**src/rtl/stopwatch_lap_timer_if.sv**
```systemverilog
// rtl/stopwatch_lap_timer_if.sv - buttons, mode, preset and display signals of the lap timer
interface stopwatch_lap_timer_if #(
    parameter int LAP_DEPTH = 8
);
    localparam int LC_W = $clog2(LAP_DEPTH + 1);

    logic            start_stop;
    logic            lap_n;
    logic            recall_n;
    logic            count_down;
    logic [23:0]     preset_bcd;
    logic [23:0]     time_bcd;
    logic [41:0]     seg_out;
    logic            CLK_ind;
    logic            running;
    logic            overflow_flag;
    logic            done;
    logic [LC_W-1:0] lap_count;
    logic            lap_full;
    logic            showing_lap;

    modport master (
        output start_stop, lap_n, recall_n, count_down, preset_bcd,
        input  time_bcd, seg_out, CLK_ind, running, overflow_flag, done,
               lap_count, lap_full, showing_lap
    );

    modport slave (
        input  start_stop, lap_n, recall_n, count_down, preset_bcd,
        output time_bcd, seg_out, CLK_ind, running, overflow_flag, done,
               lap_count, lap_full, showing_lap
    );
endinterface

```
**src/rtl/stopwatch_lap_timer.sv**
```systemverilog
// rtl/stopwatch_lap_timer.sv - BCD mm:ss.hh up/down stopwatch with lap store and 7-seg output
module stopwatch_lap_timer #(
    parameter int CLK_FREQ_HZ     = 50_000_000,
    parameter int LAP_DEPTH       = 8,
    parameter int DEBOUNCE_CYCLES = 500_000
) (
    input  logic                 CLK_50MHz,
    input  logic                 reset_n,
    stopwatch_lap_timer_if.slave bus
);
    localparam int DIV  = CLK_FREQ_HZ / 100;
    localparam int PW   = (DIV > 1) ? $clog2(DIV) : 1;
    localparam int LC_W = $clog2(LAP_DEPTH + 1);
    localparam int AW   = (LAP_DEPTH > 1) ? $clog2(LAP_DEPTH) : 1;
    localparam int DB_W = (DEBOUNCE_CYCLES > 1) ? $clog2(DEBOUNCE_CYCLES) : 1;

    typedef enum logic [1:0] {S_STOPPED, S_RUNNING, S_DONE} state_t;

    // digit order inside a 24-bit value, LSB first: h, t, s1, s10, m1, m10
    function automatic logic [3:0] digit_limit(input int i);
        return (i == 3) ? 4'd5 : 4'd9;
    endfunction

    // increment with ripple carry; MSB of the result is the wrap-out
    function automatic logic [24:0] bcd_inc(input logic [23:0] v);
        logic [23:0] r;
        logic        c;
        r = v;
        c = 1'b1;
        for (int i = 0; i < 6; i++) begin
            if (c) begin
                if (v[4*i +: 4] == digit_limit(i)) begin
                    r[4*i +: 4] = 4'd0;
                end else begin
                    r[4*i +: 4] = v[4*i +: 4] + 4'd1;
                    c = 1'b0;
                end
            end
        end
        return {c, r};
    endfunction

    // decrement with ripple borrow; only used while the value is nonzero
    function automatic logic [23:0] bcd_dec(input logic [23:0] v);
        logic [23:0] r;
        logic        b;
        r = v;
        b = 1'b1;
        for (int i = 0; i < 6; i++) begin
            if (b) begin
                if (v[4*i +: 4] == 4'd0) begin
                    r[4*i +: 4] = digit_limit(i);
                end else begin
                    r[4*i +: 4] = v[4*i +: 4] - 4'd1;
                    b = 1'b0;
                end
            end
        end
        return r;
    endfunction

    // clamp out-of-range preset digits to their maximum legal value
    function automatic logic [23:0] coerce(input logic [23:0] v);
        logic [23:0] r;
        for (int i = 0; i < 6; i++) begin
            r[4*i +: 4] = (v[4*i +: 4] > digit_limit(i)) ? digit_limit(i) : v[4*i +: 4];
        end
        return r;
    endfunction

    // gfedcba, active-low
    function automatic logic [6:0] seg7(input logic [3:0] d);
        case (d)
            4'd0:    return 7'b1000000;
            4'd1:    return 7'b1111001;
            4'd2:    return 7'b0100100;
            4'd3:    return 7'b0110000;
            4'd4:    return 7'b0011001;
            4'd5:    return 7'b0010010;
            4'd6:    return 7'b0000010;
            4'd7:    return 7'b1111000;
            4'd8:    return 7'b0000000;
            4'd9:    return 7'b0010000;
            default: return 7'b1111111;
        endcase
    endfunction

    // button bit order: 0 start_stop, 1 lap, 2 recall
    logic [2:0] btn_raw, btn_sync1, btn_sync2, btn_db, btn_prev, btn_ev;

    assign btn_raw = {bus.recall_n, bus.lap_n, bus.start_stop};

    // two-flop synchroniser and debounced-level history; idle level of a button is high
    always_ff @(posedge CLK_50MHz or negedge reset_n) begin
        if (!reset_n) begin
            btn_sync1 <= '1;
            btn_sync2 <= '1;
            btn_prev  <= '1;
        end else begin
            btn_sync1 <= btn_raw;
            btn_sync2 <= btn_sync1;
            btn_prev  <= btn_db;
        end
    end

    generate
        if (DEBOUNCE_CYCLES == 0) begin : g_no_db
            assign btn_db = btn_sync2;
        end else begin : g_db
            for (genvar i = 0; i < 3; i++) begin : g_btn
                logic [DB_W-1:0] cnt;
                logic            stable;
                // accept a new level only after it has persisted DEBOUNCE_CYCLES cycles
                always_ff @(posedge CLK_50MHz or negedge reset_n) begin
                    if (!reset_n) begin
                        cnt    <= '0;
                        stable <= 1'b1;
                    end else if (btn_sync2[i] == stable) begin
                        cnt <= '0;
                    end else if (cnt == DB_W'(DEBOUNCE_CYCLES - 1)) begin
                        cnt    <= '0;
                        stable <= btn_sync2[i];
                    end else begin
                        cnt <= cnt + DB_W'(1);
                    end
                end
                assign btn_db[i] = stable;
            end
        end
    endgenerate

    // press = debounced 1->0 transition, one cycle wide
    assign btn_ev = btn_prev & ~btn_db;

    state_t          state_q, state_d;
    logic [23:0]     time_q, time_d;
    logic [PW-1:0]   presc_q, presc_d;
    logic            mode_q, mode_d;
    logic            ovf_q, ovf_d;
    logic            clk_ind_q, clk_ind_d;
    logic [LC_W-1:0] lap_cnt_q, lap_cnt_d;
    logic            show_q, show_d;
    logic [AW-1:0]   idx_q, idx_d;
    logic            lap_we;
    logic [23:0]     lap_mem [LAP_DEPTH];

    logic            ev_start, ev_lap, ev_recall, tick, lap_full_w, do_clear;
    logic [24:0]     inc_val;
    logic [23:0]     dec_val;

    assign ev_start   = btn_ev[0];
    assign ev_lap     = btn_ev[1] & ~btn_ev[0];
    assign ev_recall  = btn_ev[2];
    assign tick       = (state_q == S_RUNNING) && (presc_q == PW'(DIV - 1));
    assign lap_full_w = (lap_cnt_q == LC_W'(LAP_DEPTH));
    assign inc_val    = bcd_inc(time_q);
    assign dec_val    = bcd_dec(time_q);

    // next-state logic: recall stepping, mode FSM, counting, lap capture, clear
    always_comb begin
        state_d   = state_q;
        time_d    = time_q;
        presc_d   = presc_q;
        mode_d    = mode_q;
        ovf_d     = ovf_q;
        clk_ind_d = clk_ind_q;
        lap_cnt_d = lap_cnt_q;
        show_d    = show_q;
        idx_d     = idx_q;
        lap_we    = 1'b0;
        do_clear  = 1'b0;

        if (ev_recall && lap_cnt_q != '0) begin
            if (!show_q) begin
                show_d = 1'b1;
                idx_d  = '0;
            end else if (LC_W'(idx_q) == lap_cnt_q - LC_W'(1)) begin
                show_d = 1'b0;
                idx_d  = '0;
            end else begin
                idx_d = idx_q + AW'(1);
            end
        end

        case (state_q)
            S_STOPPED: begin
                if (ev_start) begin
                    if (!(bus.count_down && time_q == '0)) begin
                        state_d = S_RUNNING;
                        mode_d  = bus.count_down;
                        presc_d = '0;
                    end
                end else if (ev_lap) begin
                    do_clear = 1'b1;
                end
            end
            S_RUNNING: begin
                if (ev_lap && !lap_full_w) begin
                    lap_we    = 1'b1;
                    lap_cnt_d = lap_cnt_q + LC_W'(1);
                end
                if (tick) begin
                    presc_d   = '0;
                    clk_ind_d = ~clk_ind_q;
                    if (mode_q) begin
                        time_d = dec_val;
                        if (dec_val == '0) state_d = S_DONE;
                    end else begin
                        time_d = inc_val[23:0];
                        if (inc_val[24]) ovf_d = 1'b1;
                    end
                end else begin
                    presc_d = presc_q + PW'(1);
                end
                if (ev_start) state_d = S_STOPPED;
            end
            S_DONE: begin
                if (ev_lap) begin
                    do_clear = 1'b1;
                    state_d  = S_STOPPED;
                end
            end
            default: state_d = S_STOPPED;
        endcase

        if (do_clear) begin
            time_d    = bus.count_down ? coerce(bus.preset_bcd) : 24'd0;
            lap_cnt_d = '0;
            ovf_d     = 1'b0;
            show_d    = 1'b0;
            idx_d     = '0;
        end
    end

    // state and counter registers
    always_ff @(posedge CLK_50MHz or negedge reset_n) begin
        if (!reset_n) begin
            state_q   <= S_STOPPED;
            time_q    <= '0;
            presc_q   <= '0;
            mode_q    <= 1'b0;
            ovf_q     <= 1'b0;
            clk_ind_q <= 1'b0;
            lap_cnt_q <= '0;
            show_q    <= 1'b0;
            idx_q     <= '0;
        end else begin
            state_q   <= state_d;
            time_q    <= time_d;
            presc_q   <= presc_d;
            mode_q    <= mode_d;
            ovf_q     <= ovf_d;
            clk_ind_q <= clk_ind_d;
            lap_cnt_q <= lap_cnt_d;
            show_q    <= show_d;
            idx_q     <= idx_d;
        end
    end

    // lap store; contents are don't-care after reset, lap_cnt_q alone says what is valid
    always_ff @(posedge CLK_50MHz) begin
        if (lap_we) lap_mem[lap_cnt_q[AW-1:0]] <= time_q;
    end

    logic [23:0] disp;
    assign disp = show_q ? lap_mem[idx_q] : time_q;

    // combinational seven-segment decode of the selected value
    always_comb begin
        bus.seg_out = '1;
        for (int i = 0; i < 6; i++) begin
            bus.seg_out[7*i +: 7] = seg7(disp[4*i +: 4]);
        end
    end

    assign bus.time_bcd      = time_q;
    assign bus.CLK_ind       = clk_ind_q;
    assign bus.running       = (state_q == S_RUNNING);
    assign bus.done          = (state_q == S_DONE);
    assign bus.overflow_flag = ovf_q;
    assign bus.lap_count     = lap_cnt_q;
    assign bus.lap_full      = lap_full_w;
    assign bus.showing_lap   = show_q;
endmodule

```
**src/flat_wrapper.sv**
```systemverilog
// flat-port wrapper written by rule: the top's interface ports become plain ports
module stopwatch_lap_timer_flat 
#(
    parameter int CLK_FREQ_HZ     = 50_000_000,
    parameter int LAP_DEPTH       = 8,
    parameter int DEBOUNCE_CYCLES = 500_000
)
  (CLK_50MHz, reset_n, bus_start_stop, bus_lap_n, bus_recall_n, bus_count_down, bus_preset_bcd, bus_time_bcd, bus_seg_out, bus_CLK_ind, bus_running, bus_overflow_flag, bus_done, bus_lap_count, bus_lap_full, bus_showing_lap);
  stopwatch_lap_timer_if #(.LAP_DEPTH(LAP_DEPTH)) bus_i ();
  input  logic CLK_50MHz;
  input  logic reset_n;
  input wire logic [$bits(bus_i.start_stop)-1:0] bus_start_stop;
  input wire logic [$bits(bus_i.lap_n)-1:0] bus_lap_n;
  input wire logic [$bits(bus_i.recall_n)-1:0] bus_recall_n;
  input wire logic [$bits(bus_i.count_down)-1:0] bus_count_down;
  input wire logic [$bits(bus_i.preset_bcd)-1:0] bus_preset_bcd;
  output wire logic [$bits(bus_i.time_bcd)-1:0] bus_time_bcd;
  output wire logic [$bits(bus_i.seg_out)-1:0] bus_seg_out;
  output wire logic [$bits(bus_i.CLK_ind)-1:0] bus_CLK_ind;
  output wire logic [$bits(bus_i.running)-1:0] bus_running;
  output wire logic [$bits(bus_i.overflow_flag)-1:0] bus_overflow_flag;
  output wire logic [$bits(bus_i.done)-1:0] bus_done;
  output wire logic [$bits(bus_i.lap_count)-1:0] bus_lap_count;
  output wire logic [$bits(bus_i.lap_full)-1:0] bus_lap_full;
  output wire logic [$bits(bus_i.showing_lap)-1:0] bus_showing_lap;
  assign bus_i.start_stop = bus_start_stop;
  assign bus_i.lap_n = bus_lap_n;
  assign bus_i.recall_n = bus_recall_n;
  assign bus_i.count_down = bus_count_down;
  assign bus_i.preset_bcd = bus_preset_bcd;
  assign bus_time_bcd = bus_i.time_bcd;
  assign bus_seg_out = bus_i.seg_out;
  assign bus_CLK_ind = bus_i.CLK_ind;
  assign bus_running = bus_i.running;
  assign bus_overflow_flag = bus_i.overflow_flag;
  assign bus_done = bus_i.done;
  assign bus_lap_count = bus_i.lap_count;
  assign bus_lap_full = bus_i.lap_full;
  assign bus_showing_lap = bus_i.showing_lap;
  stopwatch_lap_timer #(.CLK_FREQ_HZ(CLK_FREQ_HZ), .LAP_DEPTH(LAP_DEPTH), .DEBOUNCE_CYCLES(DEBOUNCE_CYCLES)) u_core (.CLK_50MHz(CLK_50MHz), .reset_n(reset_n), .bus(bus_i));
endmodule
```
**config.mk**
```make
export PLATFORM = sky130hd
export DESIGN_NAME = stopwatch_lap_timer_flat
export DESIGN_NICKNAME = d
export VERILOG_FILES = /design/src/rtl/stopwatch_lap_timer_if.sv /design/src/rtl/stopwatch_lap_timer.sv /design/src/flat_wrapper.sv
export SDC_FILE = /design/constraint.sdc
export NUM_CORES = 1
export LEC_CHECK = 0
export CAP_MARGIN = 30
export CORE_ASPECT_RATIO = 1.25
export CORE_MARGIN = 3
export CORE_UTILIZATION = 30
export DETAILED_ROUTE_END_ITERATION = 8
export PLACE_DENSITY = 0.47
export REMOVE_ABC_BUFFERS = 1
export SLEW_MARGIN = 20
export SYNTH_ARGS = -nofsm -noshare
export SYNTH_HDL_FRONTEND = slang
export SYNTH_SLANG_ARGS = --single-unit
```
**constraint.sdc**
```tcl
create_clock -name CLK_50MHz -period 3.6 [get_ports CLK_50MHz]
set_input_delay 0.54 -clock CLK_50MHz [delete_from_list [all_inputs] [get_ports CLK_50MHz]]
set_output_delay 0.54 -clock CLK_50MHz [all_outputs]
set_load 0.05 [all_outputs]
```
==> metrics.md, run 1 <==
| Metric | Value |
|---|---|
| Status | `completed` |
| Nets | `1578` |
| # IOs | `106` |
| Cell count after synthesis | `1351` |
| Register area | `8917 sq um` |
| Largest net degree at the start of global routing | `79` |
| Initial antenna violation count | `2` |
| HPWL after detailed placement | `27250 um` |
| RSZ-0062 raised after global routing | `true` |
| Setup Skew | `0.01248 ns` |
| Vias | `11037` |
| Slew HR | `0.4608` |
| Vias per cell | `5.008` |
| Hold Path Class | `input pin to asynchronous set/reset pin` |
| YS warnings | `0` |
| H-tree depth | `2` |
| Async set-reset flop share out of synthesis | `0.3943` |
| Mapped Area | `15940 sq um` |
| Root Buffer | `clkbuf_16` |
| Fin cells | `2204` |
| Max Clk Rate | `287.2 MHz` |
| Slew at the pin closest to its max-slew limit | `0.8014 ns` |
| Hold_ws | `0.05971 ns` |
| Starting Density | `0.3064` |
| Placed cell count | `2125` |
| PwrDens | `387.8 nW/um^2` |
| Multi-input logic area | `6837 sq um` |
| Core ar. | `52010 sq um` |
| Post-synthesis sequential area ratio | `0.5589` |
| Setup Crit Path Kind | `flop to primary output` |
| Cts bufs inserted | `37` |
| Worst-case clock buffer depth | `3` |
| Peak supply drop | `0.0002937 V` |
| GRT overflow | `0` |
| Number of flops mapped to enable cells by yosys | `192` |
| Critical Path Fanout Max | `10` |
| Mean Syn Cell Area | `11.80 sq um` |
| First-pass iteration count of the detailed router | `5` |
| First-pass GRT wire length | `64530 um` |
| Max-slew violations | `0` |
| Synth cell types | `76` |
| Die Ht | `263.7 um` |
| Die Width | `212.2 um` |
| Antenna Violating Nets Remaining | `0` |
| Ant. Diodes | `0` |
| Layout area overhead | `27.03%` |
| Initial drt markers | `606` |
| Mean routed wirelength per cell | `19.07 um` |
| CTS sink count | `317` |
| WL final | `42040 um` |
| Die Area | `55950 sq um` |
| Top FF cell, synth | `edfxtp_1` |
| Gr usage total | `0.1484` |
| DRC viols | `0` |
| CP Capture Type | `primary output` |
| Placer congestion estimate | `0.7944` |
| WP data required | `3.06 ns` |
| CP arrival | `2.94 ns` |
| Flops & latches, synth | `317` |
| Skew-Pair Late Insertion Delay | `0.54 ns` |
| Final Hold Fails | `0` |
| Worst-path clk slew | `0.06 ns` |
| Fraction of layout cells with a size suffix above 1 | `0.2287` |
| Period utilization | `0.9673` |
| Cell Rows | `93` |
| Setup-failing EPs final | `0` |
| CTS tree | `built` |
| Minimum clock period | `3.482 ns` |
| LEAKAGE | `7.612 nW` |
| IO Port Bufs | `105` |
| Vias in the first global route | `11157` |
| # fillers | `4908` |
| Worst setup SP type | `flop` |
| Max Cap Viol | `0` |
==> state kept, by name, indices dropped and copies added (netlist names), 4 cells and up <==
register               cells
u_core.lap_mem           192
u_core.bus.time_bcd       24
u_core.bus.lap_count       4
u_core.g_db.g_btn.cnt     57
u_core.presc_q            19
==> placed cells by master, fill, tap and decap left out, types with 6 or more instances in the layout <==
cell type        synthesis  routed
nand2_1                 86      86
a22o_1                  11      11
and3_1                  15      15
a31oi_1                  7       7
ha_1                    38      38
nor2_2                   0      20
nor3_1                  24      21
dfstp_2                 12      12
a21oi_1                 74      44
a22oi_2                  0       6
nor3b_1                  8       8
and4_1                   7       7
xnor2_1                 40      40
buf_4                    1      72
mux2_2                  10       8
inv_1                   40      37
o31a_1                   6       6
or2_2                   13      10
nand2b_1                13      13
edfxtp_1               192     192
or3_1                   15      15
clkdlybuf4s50_1          0      62
o21ai_0                 49      49
a21oi_2                  0      30
nand4_1                 16      16
buf_12                   0      50
xor2_1                  46      46
mux4_2                  48      48
clkbuf_16                0      39
mux2i_1                 31      26
dfrtp_1                113     110
nor4_1                  16      16
clkbuf_1                48       9
o21a_1                  16      16
nor2b_1                 15      13
nor2_1                 190     170
nand3_1                 36      36
==> Yosys cell counts (all sizes together), types with 3 or more instances <==
master	instances	area (sq um)
mux4	48	1081
nand4b	3	26.28
nand2b	13	81.33
o31ai	3	22.52
and3	15	93.84
dfrtp	113	2828
a22oi	8	60.06
nand2	86	322.8
nor2b	15	93.84
clkbuf	48	180.2
buf	23	118.9
nand3b	3	35.03
a221o	3	30.03
o22ai	4	25.02
a22o	11	96.34
o31a	6	52.55
a41oi	3	26.28
nor3	25	136.4
nor3b	8	60.06
nand3	38	200.2
xnor2	40	350.3
a31oi	7	43.79
dfstp	12	315.3
edfxtp	192	5766
a21o	3	22.52
and4	7	61.31
nor4b	5	43.79
or3	16	105.1
a21oi	74	370.4
or4	6	48.80
nor4	18	142.6
o211ai	4	30.03
mux2	10	112.6
nor2	190	713.2
and2	5	31.28
or2	13	81.33
nand4	16	100.1
a2bb2oi	5	43.79
o21a	16	120.1
xor2	46	402.9
mux2i	31	310.3
o21ai	56	302.8
inv	40	150.1
ha	38	475.5
==> per-stage QoR <==
stage / setup slack [ns] / power (mW) / cell area, sq um / utilization / setup TNS (ns)
after floorplan: -1.307 / 3.991 / 15640 / - / -66.58
after global placement: 0.4338 / 4.103 / 18620 / 0.3581 / 0
after detailed placement: 0.4283 / 4.105 / 18630 / 0.3582 / 0
after CTS: -0.03586 / 7.992 / 20020 / 0.3848 / -0.05745
after global routing: -0.04884 / 8.161 / 20250 / 0.3893 / -0.4115
final: 0.1178 / 7.851 / 20250 / 0.3893 / 0
==> layout make-up <==
type                            count  share of cell area
Multi-Input combinational cell    923              0.3377
Inverter                           40            0.007416
Clock buffer                       50             0.05123
Clock inverter                     18             0.01069
Timing Repair Buffer              191              0.1115
Sequential cell                   317              0.4404
Tap cell                          665             0.04110
==> metal layers <==
metal	vias up	wire, um	global-route usage
met3	63	1968	0.03017
met4	4	1029	0.04057
li1	5266	-	-
met5	-	22	0
met1	5487	18670	0.1958
met2	217	20350	0.2483
==> worst max-delay path: stages, from the launching register on <==
cell,delay (ns)
dfrtp_4,0.51
buf_12,0.18
buf_4,0.13
mux4_2,0.51
mux2_4,0.29
mux2i_4,0.15
buf_6,0.14
or2_2,0.13
nor2_2,0.05
a21oi_2,0.16
buf_12,0.16
==> path summary, 6_finish.rpt <==
path	cells after the start	slack, ns	start	end
hold / removal	1	0.06	reset_n	u_core.g_db.g_btn[0].cnt[8]$_DFF_PN0_
hold reg to reg	0	0.35	u_core.btn_sync1[2]$_DFF_PN1_	u_core.btn_sync2[2]$_DFF_PN1_
min in group CLK_50MHz	0	0.35	u_core.btn_sync1[2]$_DFF_PN1_	u_core.btn_sync2[2]$_DFF_PN1_
setup reg to reg	6	0.57	u_core.bus.time_bcd[5]$_DFFE_PN0P_	u_core.presc_q[11]$_DFFE_PN0P_
max in group asynchronous	2	2.79	reset_n	u_core.btn_sync1[2]$_DFF_PN1_
setup / recovery	10	0.12	u_core.idx_q[0]$_DFFE_PN0P_	bus_seg_out[13]
==> what timing repair did <==
item / 4_1_cts / 5_1_grt
gates resized for setup: 21 / 51
buffers inserted: 3 / 6
setup endpoints to repair: 34 / 41
pin swaps: 1 / 8
cloned: 1 / 1
hold buffers: 0 / 0
==> power by group <==
part,switching [mW],internal [mW],leakage (nW)
logic,0.102,0.0682,3.54
clock network,1.49,2.33,0.599
registers,0.0159,3.84,3.47
total,1.61,6.24,7.61
==> kinds of logic after synthesis <==
kind of cell | Yosys count | share of synthesized area
AOI/OAI and AO/OA | 223 | 0.08933
buffers and inverters | 111 | 0.02818
muxes | 89 | 0.09436
xor gates and xnor gates | 86 | 0.04726
adders and majority gates | 38 | 0.02983
DFF | 317 | 0.5589
and+or+nand+nor | 487 | 0.1521
Power figures use the tool's default switching activity.
==> inputs of run 2 (changes only) <==
- MAX_ROUTING_LAYER: unset -> met4
- PLACE_DENSITY: 0.47 -> unset
==> run 2 against run 1 <==
  * Combinational power is essentially flat
  * Die area is the same
  * Power shrank 6.1%
  * Design area shrank 1.5%
  * Final cell count shrank 0.64%
  * Routed wire length shrank 4.3%
  * Critical endpoint is now bus_seg_out[20]
==> metrics.md, run 2 (synthesis gave the netlist of run 1 again) <==
| Metric | Value |
|---|---|
| RSZ-0062 raised after global routing | `true` |
| Setup-failing EPs final | `0` |
| Peak supply drop | `0.0002697 V` |
| Layout area overhead | `25.10%` |
| H-tree depth | `2` |
| Setup Skew | `0.01704 ns` |
| Placed cell count | `2113` |
| Hold Path Class | `input pin to asynchronous set/reset pin` |
| Dpl ws | `0.4805 ns` |
| Largest net degree at the start of global routing | `62` |
| Max Cap Viol | `0` |
| Vias per cell | `5.084` |
| Cell Rows | `93` |
| Die Ht | `263.7 um` |
| IO Port Bufs | `105` |
| Mean routed wirelength per cell | `18.36 um` |
| Cts bufs inserted | `36` |
| Worst-path clk slew | `0.06 ns` |
| CP max-delay cell | `mux4_2` |
| Setup slack, reg-to-reg | `0.59 ns` |
| Setup ws final | `0.09086 ns` |
| Slew at the pin closest to its max-slew limit | `0.8275 ns` |
| First-pass GRT wire length | `62610 um` |
| Crit path top cell by count | `buf_12` |
| # IOs | `106` |
| Die Area | `55950 sq um` |
| Fraction of layout cells with a size suffix above 1 | `0.2058` |
| Slew HR | `0.4483` |
| Antenna Violating Nets Remaining | `0` |
| Skew-Pair Late Insertion Delay | `0.53 ns` |
| HPWL after detailed placement | `25770 um` |
| CP Capture Type | `primary output` |
| Root Buffer | `clkbuf_16` |
| Number of flip-flops under the largest register name | `192` |
| Initial drt markers | `726` |
| Placer congestion estimate | `0.9020` |
| PwrDens | `369.6 nW/um^2` |
| GRT overflow | `0` |
| Setup Crit Path Kind | `flop to primary output` |
| Gr usage total | `0.1449` |
| Die Width | `212.2 um` |
| Status | `completed` |
| Minimum clock period | `3.509 ns` |
| Starting Density | `0.3064` |
| Critical Path Fanout Max | `9` |
| Peak per-stage delay on the critical path | `0.50 ns` |
| CTS tree | `built` |
| Nets | `1566` |
| Vias in the first global route | `11173` |
| Commonest non-fill, non-tap cell in the layout | `edfxtp_1` |
| Hold buffers post-CTS | `0` |
| Initial antenna violation count | `4` |
| Period utilization | `0.9748` |
| Vias | `11134` |
| Final Hold Fails | `0` |
| WL final | `40210 um` |
| Worst setup SP type | `flop` |
| Worst-case clock buffer depth | `3` |
| WP data required | `3.06 ns` |
| CTS sink count | `317` |
| DRC viols | `0` |
| Critical path cell sequence | `buf_12 -> buf_12 -> mux4_2 -> mux2_2 -> mux2i_1 -> buf_4 -> or2_2 -> nor2_1 -> a21oi_1 -> buf_12` |
| Max Clk Rate | `285.0 MHz` |
| Core ar. | `52010 sq um` |
| Commonest non-fill, non-tap cells in the layout | `edfxtp_1, nor2_1, dfrtp_1, nand2_1, buf_4` |
| Final setup TNS | `0 ns` |
| Max-slew violations | `0` |
| LEAKAGE | `7.473 nW` |
| Fin cells | `2190` |
| CP arrival | `2.97 ns` |
| First-pass iteration count of the detailed router | `5` |
[run 2: cell types whose count changed in the layout (fill, tap and decap cells not counted), moves of 3 or more]
cell        delta
buf_6          -4
clkinvlp_4     -3
or2_4          -3
diode_2        +4
a21oi_1        +9
bufinv_16      -4
buf_4          -9
clkinv_4       -4
a21oi_2        -9
nor2_1         +3
or2_2          +3
nor2_2         -3
[run 2: layout make-up]
| cell class | count | area [sq um] |
|---|---|---|
| Fill cell | 4839 | 32070 |
| Sequential cell | 317 | 8915 |
| Multi-Input combinational cell | 923 | 6749 |
| Timing Repair Buffer | 180 | 2221 |
| Clock buffer | 50 | 993.5 |
| Tap cell | 665 | 832.0 |
| Inverter | 40 | 150.1 |
| Clock inverter | 11 | 68.82 |
| Antenna cell | 4 | 10.01 |
[run 2: metrics by stage]
step / util / hold slack (ns) / total power, mW / cell area [sq um]
5_1_grt: 0.3833 / 0.1711 / 7.631 / 19940
3_5_place_dp: 0.3562 / 0.3469 / 4.102 / 18530
4_1_cts: 0.3782 / 0.1341 / 7.472 / 19670
3_3_place_gp: 0.3562 / 0.3477 / 4.099 / 18530
2_1_floorplan: - / 0.2444 / 3.991 / 15640
6_report: 0.3833 / 0.1292 / 7.369 / 19940
[run 2: worst paths after layout]
check | from | to | depth (start not counted)
setup / recovery | u_core.idx_q[0]$_DFFE_PN0P_ | bus_seg_out[20] | 10
hold / removal | reset_n | u_core.g_db.g_btn[0].cnt[7]$_DFF_PN0_ | 1
setup reg to reg | u_core.bus.time_bcd[5]$_DFFE_PN0P_ | u_core.state_q[1]$_DFFE_PN0P_ | 6
hold reg to reg | u_core.btn_sync1[0]$_DFF_PN1_ | u_core.btn_sync2[0]$_DFF_PN1_ | 0
max in group asynchronous | reset_n | u_core.btn_prev[1]$_DFF_PN1_ | 2
min in group CLK_50MHz | u_core.btn_sync1[0]$_DFF_PN1_ | u_core.btn_sync2[0]$_DFF_PN1_ | 0
[run 2: critical path: cells and delay by family (launching register included)]
kind | cells | cell delay, ns
compound gates | 1 | 0.23
buf+inv | 4 | 0.66
flops | 1 | 0.43
mux | 3 | 0.94
simple gates | 2 | 0.18
[run 2: per-layer routing]
metal / up-vias / wire, um / track usage
li1: 5238 / - / -
met1: 5568 / 17140 / 0.1831
met2: 268 / 19630 / 0.2340
met3: 60 / 2420 / 0.03243
met4: 0 / 1019 / 0.04238
met5: - / 0 / -
[run 2: power breakdown]
| part | switching, mW | internal [mW] |
|---|---|---|
| sequential | 0.0142 | 3.84 |
| clock | 1.41 | 1.93 |
| combinational | 0.103 | 0.0684 |
[run 2: timing repair]
item | CTS | global route
setup endpoints to repair | 9 | 36
pin swaps | 0 | 6
gates cloned | 1 | 4
gates resized for setup | 12 | 32
buffers inserted | 0 | 7
==> inputs of run 3 (changes only) <==
- CTS_BUF_LIST: unset -> sky130_fd_sc_hd__clkbuf_8
- CTS_CLUSTER_DIAMETER: unset -> 30
==> run 3 against run 2 <==
  * Utilization grew 2.2 points
  * Clock-buffer cell count up 33
  * First-iteration DRC count is 8.3% lower
  * Sequential share of layout area shrank 2.4 points
  * Combinational power about the same
  * Design area rose by 5.6%
  * Register-to-register slack hardly changed
  * Global-route usage rose by 0.34 points
  * Flip-flop and latch count stayed put
  * Clock power rose by 49%
  * Critical endpoint unchanged
  * Largest cell class unchanged
==> metrics.md, run 3 (synthesis gave the netlist of run 1 again) <==
| Metric | Value |
|---|---|
| Setup-failing EPs final | `0` |
| Slew at the pin closest to its max-slew limit | `0.8560 ns` |
| Period utilization | `0.9981` |
| Layout area overhead | `32.12%` |
| Die Width | `212.2 um` |
| Die Area | `55950 sq um` |
| Hold Path Class | `input pin to asynchronous set/reset pin` |
| Cts bufs inserted | `74` |
| Initial antenna violation count | `4` |
| Hold_ws | `0.04642 ns` |
| RSZ-0062 raised after global routing | `true` |
| Vias in the first global route | `11599` |
| Max Clk Rate | `278.3 MHz` |
| Root Buffer | `clkbuf_8` |
| Minimum clock period | `3.593 ns` |
| Commonest non-fill, non-tap cells in the layout | `edfxtp_1, nor2_1, dfrtp_1, nand2_1` |
| IO Port Bufs | `105` |
| HPWL after detailed placement | `25770 um` |
| Gr usage total | `0.1484` |
| Worst-path clk slew | `0.05 ns` |
| Max-slew violations | `0` |
| Vias per cell | `5.000` |
| Cell Rows | `93` |
| Skew-Pair Late Insertion Delay | `0.61 ns` |
| Largest net degree at the start of global routing | `62` |
| Worst-case clock buffer depth | `3` |
| CP Capture Type | `primary output` |
| Final setup TNS | `0 ns` |
| GRT overflow | `0` |
| Final Instance Area | `21060 sq um` |
| Worst setup SP type | `flop` |
| Max Cap Viol | `0` |
| Mean routed wirelength per cell | `18.00 um` |
| Starting Density | `0.3064` |
| Peak supply drop | `0.0002436 V` |
| CTS sink count | `317` |
| Setup Crit Path Kind | `flop to primary output` |
| # IOs | `106` |
| WP data required | `3.06 ns` |
| H-tree depth | `3` |
| Hold buffers post-CTS | `0` |
| Nets | `1626` |
| R2r startpoint | `u_core.bus.time_bcd[0]$_DFFE_PN0P_` |
| Fraction of layout cells with a size suffix above 1 | `0.2812` |
| CP arrival | `3.05 ns` |
| Initial drt markers | `666` |
| First-pass GRT wire length | `64000 um` |
| Antenna Violating Nets Remaining | `0` |
| Final Hold Fails | `0` |
| Commonest non-fill, non-tap cell in the layout | `edfxtp_1` |
| PwrDens | `427.0 nW/um^2` |
| Placer congestion estimate | `0.9020` |
| DRC viols | `0` |
| Setup Skew | `0.02824 ns` |
| Number of flip-flops under the largest register name | `192` |
| Slew HR | `0.4272` |
| LEAKAGE | `8.014 nW` |
| Status | `completed` |
| WL final | `41170 um` |
| Core ar. | `52010 sq um` |
| Critical Path Fanout Max | `12` |
| CTS tree | `built` |
| Vias | `11434` |
| Die Ht | `263.7 um` |
| First-pass iteration count of the detailed router | `7` |
| Worst setup path startpoint | `u_core.idx_q[0]$_DFFE_PN0P_` |
| Area after DPL | `18530 sq um` |
## run 3: cell count changes in the layout (fill, tap and decap cells not counted), moves of 12 or more
cell       previous run  this run
a21oi_2              21        36
a21oi_1              53        37
clkbuf_16            40         3
nor2_1              173       161
buf_4                63        83
clkbuf_8              4        83
bufinv_16             0        15
## run 3: area by class of cell
cell class              count  area, sq um
multi-input cells         923         6965
clock buffers              83         1142
well taps                 665        832.0
inverters                  40        150.1
clock inverters            53        661.9
fillers                  4770        30950
repair buffers            202         2382
flip-flops and latches    317         8915
diodes                      4        10.01
## run 3: where the power goes
part	leakage [nW]	total, mW	switching (mW)	internal, mW
registers	3.48	3.86	0.0142	3.85
clock network	0.930	4.96	1.73	3.22
logic	3.61	0.172	0.103	0.0686
total	8.01	8.99	1.85	7.14
## run 3: worst paths after layout
path,end,slack (ns),cells past startpoint
setup reg to reg,u_core.state_q[1]$_DFFE_PN0P_,0.58,7
setup / recovery,bus_seg_out[20],0.007,10
hold / removal,u_core.g_db.g_btn[0].cnt[9]$_DFF_PN0_,0.05,1
max in group asynchronous,u_core.btn_prev[1]$_DFF_PN1_,2.63,2
min in group CLK_50MHz,u_core.btn_sync1[1]$_DFF_PN1_,0.34,1
hold reg to reg,u_core.btn_sync2[0]$_DFF_PN1_,0.35,0
## run 3: through the flow
| stage | setup slack (ns) | instances | power, mW | util |
|---|---|---|---|---|
| after global routing | -0.09940 | 2287 | 9.333 | 0.4049 |
| after global placement | 0.5678 | 2113 | 4.099 | 0.3562 |
| after floorplan | -1.307 | 1280 | 3.991 | - |
| after CTS | -0.05697 | 2250 | 9.112 | 0.3938 |
| final | 0.006864 | 2287 | 8.992 | 0.4049 |
| after detailed placement | 0.4805 | 2113 | 4.102 | 0.3562 |
## run 3: repair_timing
action | CTS | global route
gates resized for setup | 33 | 74
pin swaps | 1 | 26
gates cloned | 1 | 5
buffers inserted | 0 | 28
setup endpoints to repair | 30 | 41
## run 3: routing by layer
layer	GRT usage	share of wire	vias up
met3	0.03742	0.063	67
met4	0.04980	0.024	0
met1	0.1852	0.42	5695
met5	-	0	-
met2	0.2358	0.49	289
li1	-	-	5383
## run 3: worst max-delay path: stages, from the launching register on
cell and delay, ns:
dfrtp_4 0.47, buf_12 0.13, buf_12 0.16, mux4_2 0.51
mux2_2 0.30, mux2i_2 0.18, buf_4 0.18, or2_2 0.14
nor2_2 0.05, a21oi_2 0.16, buf_12 0.16
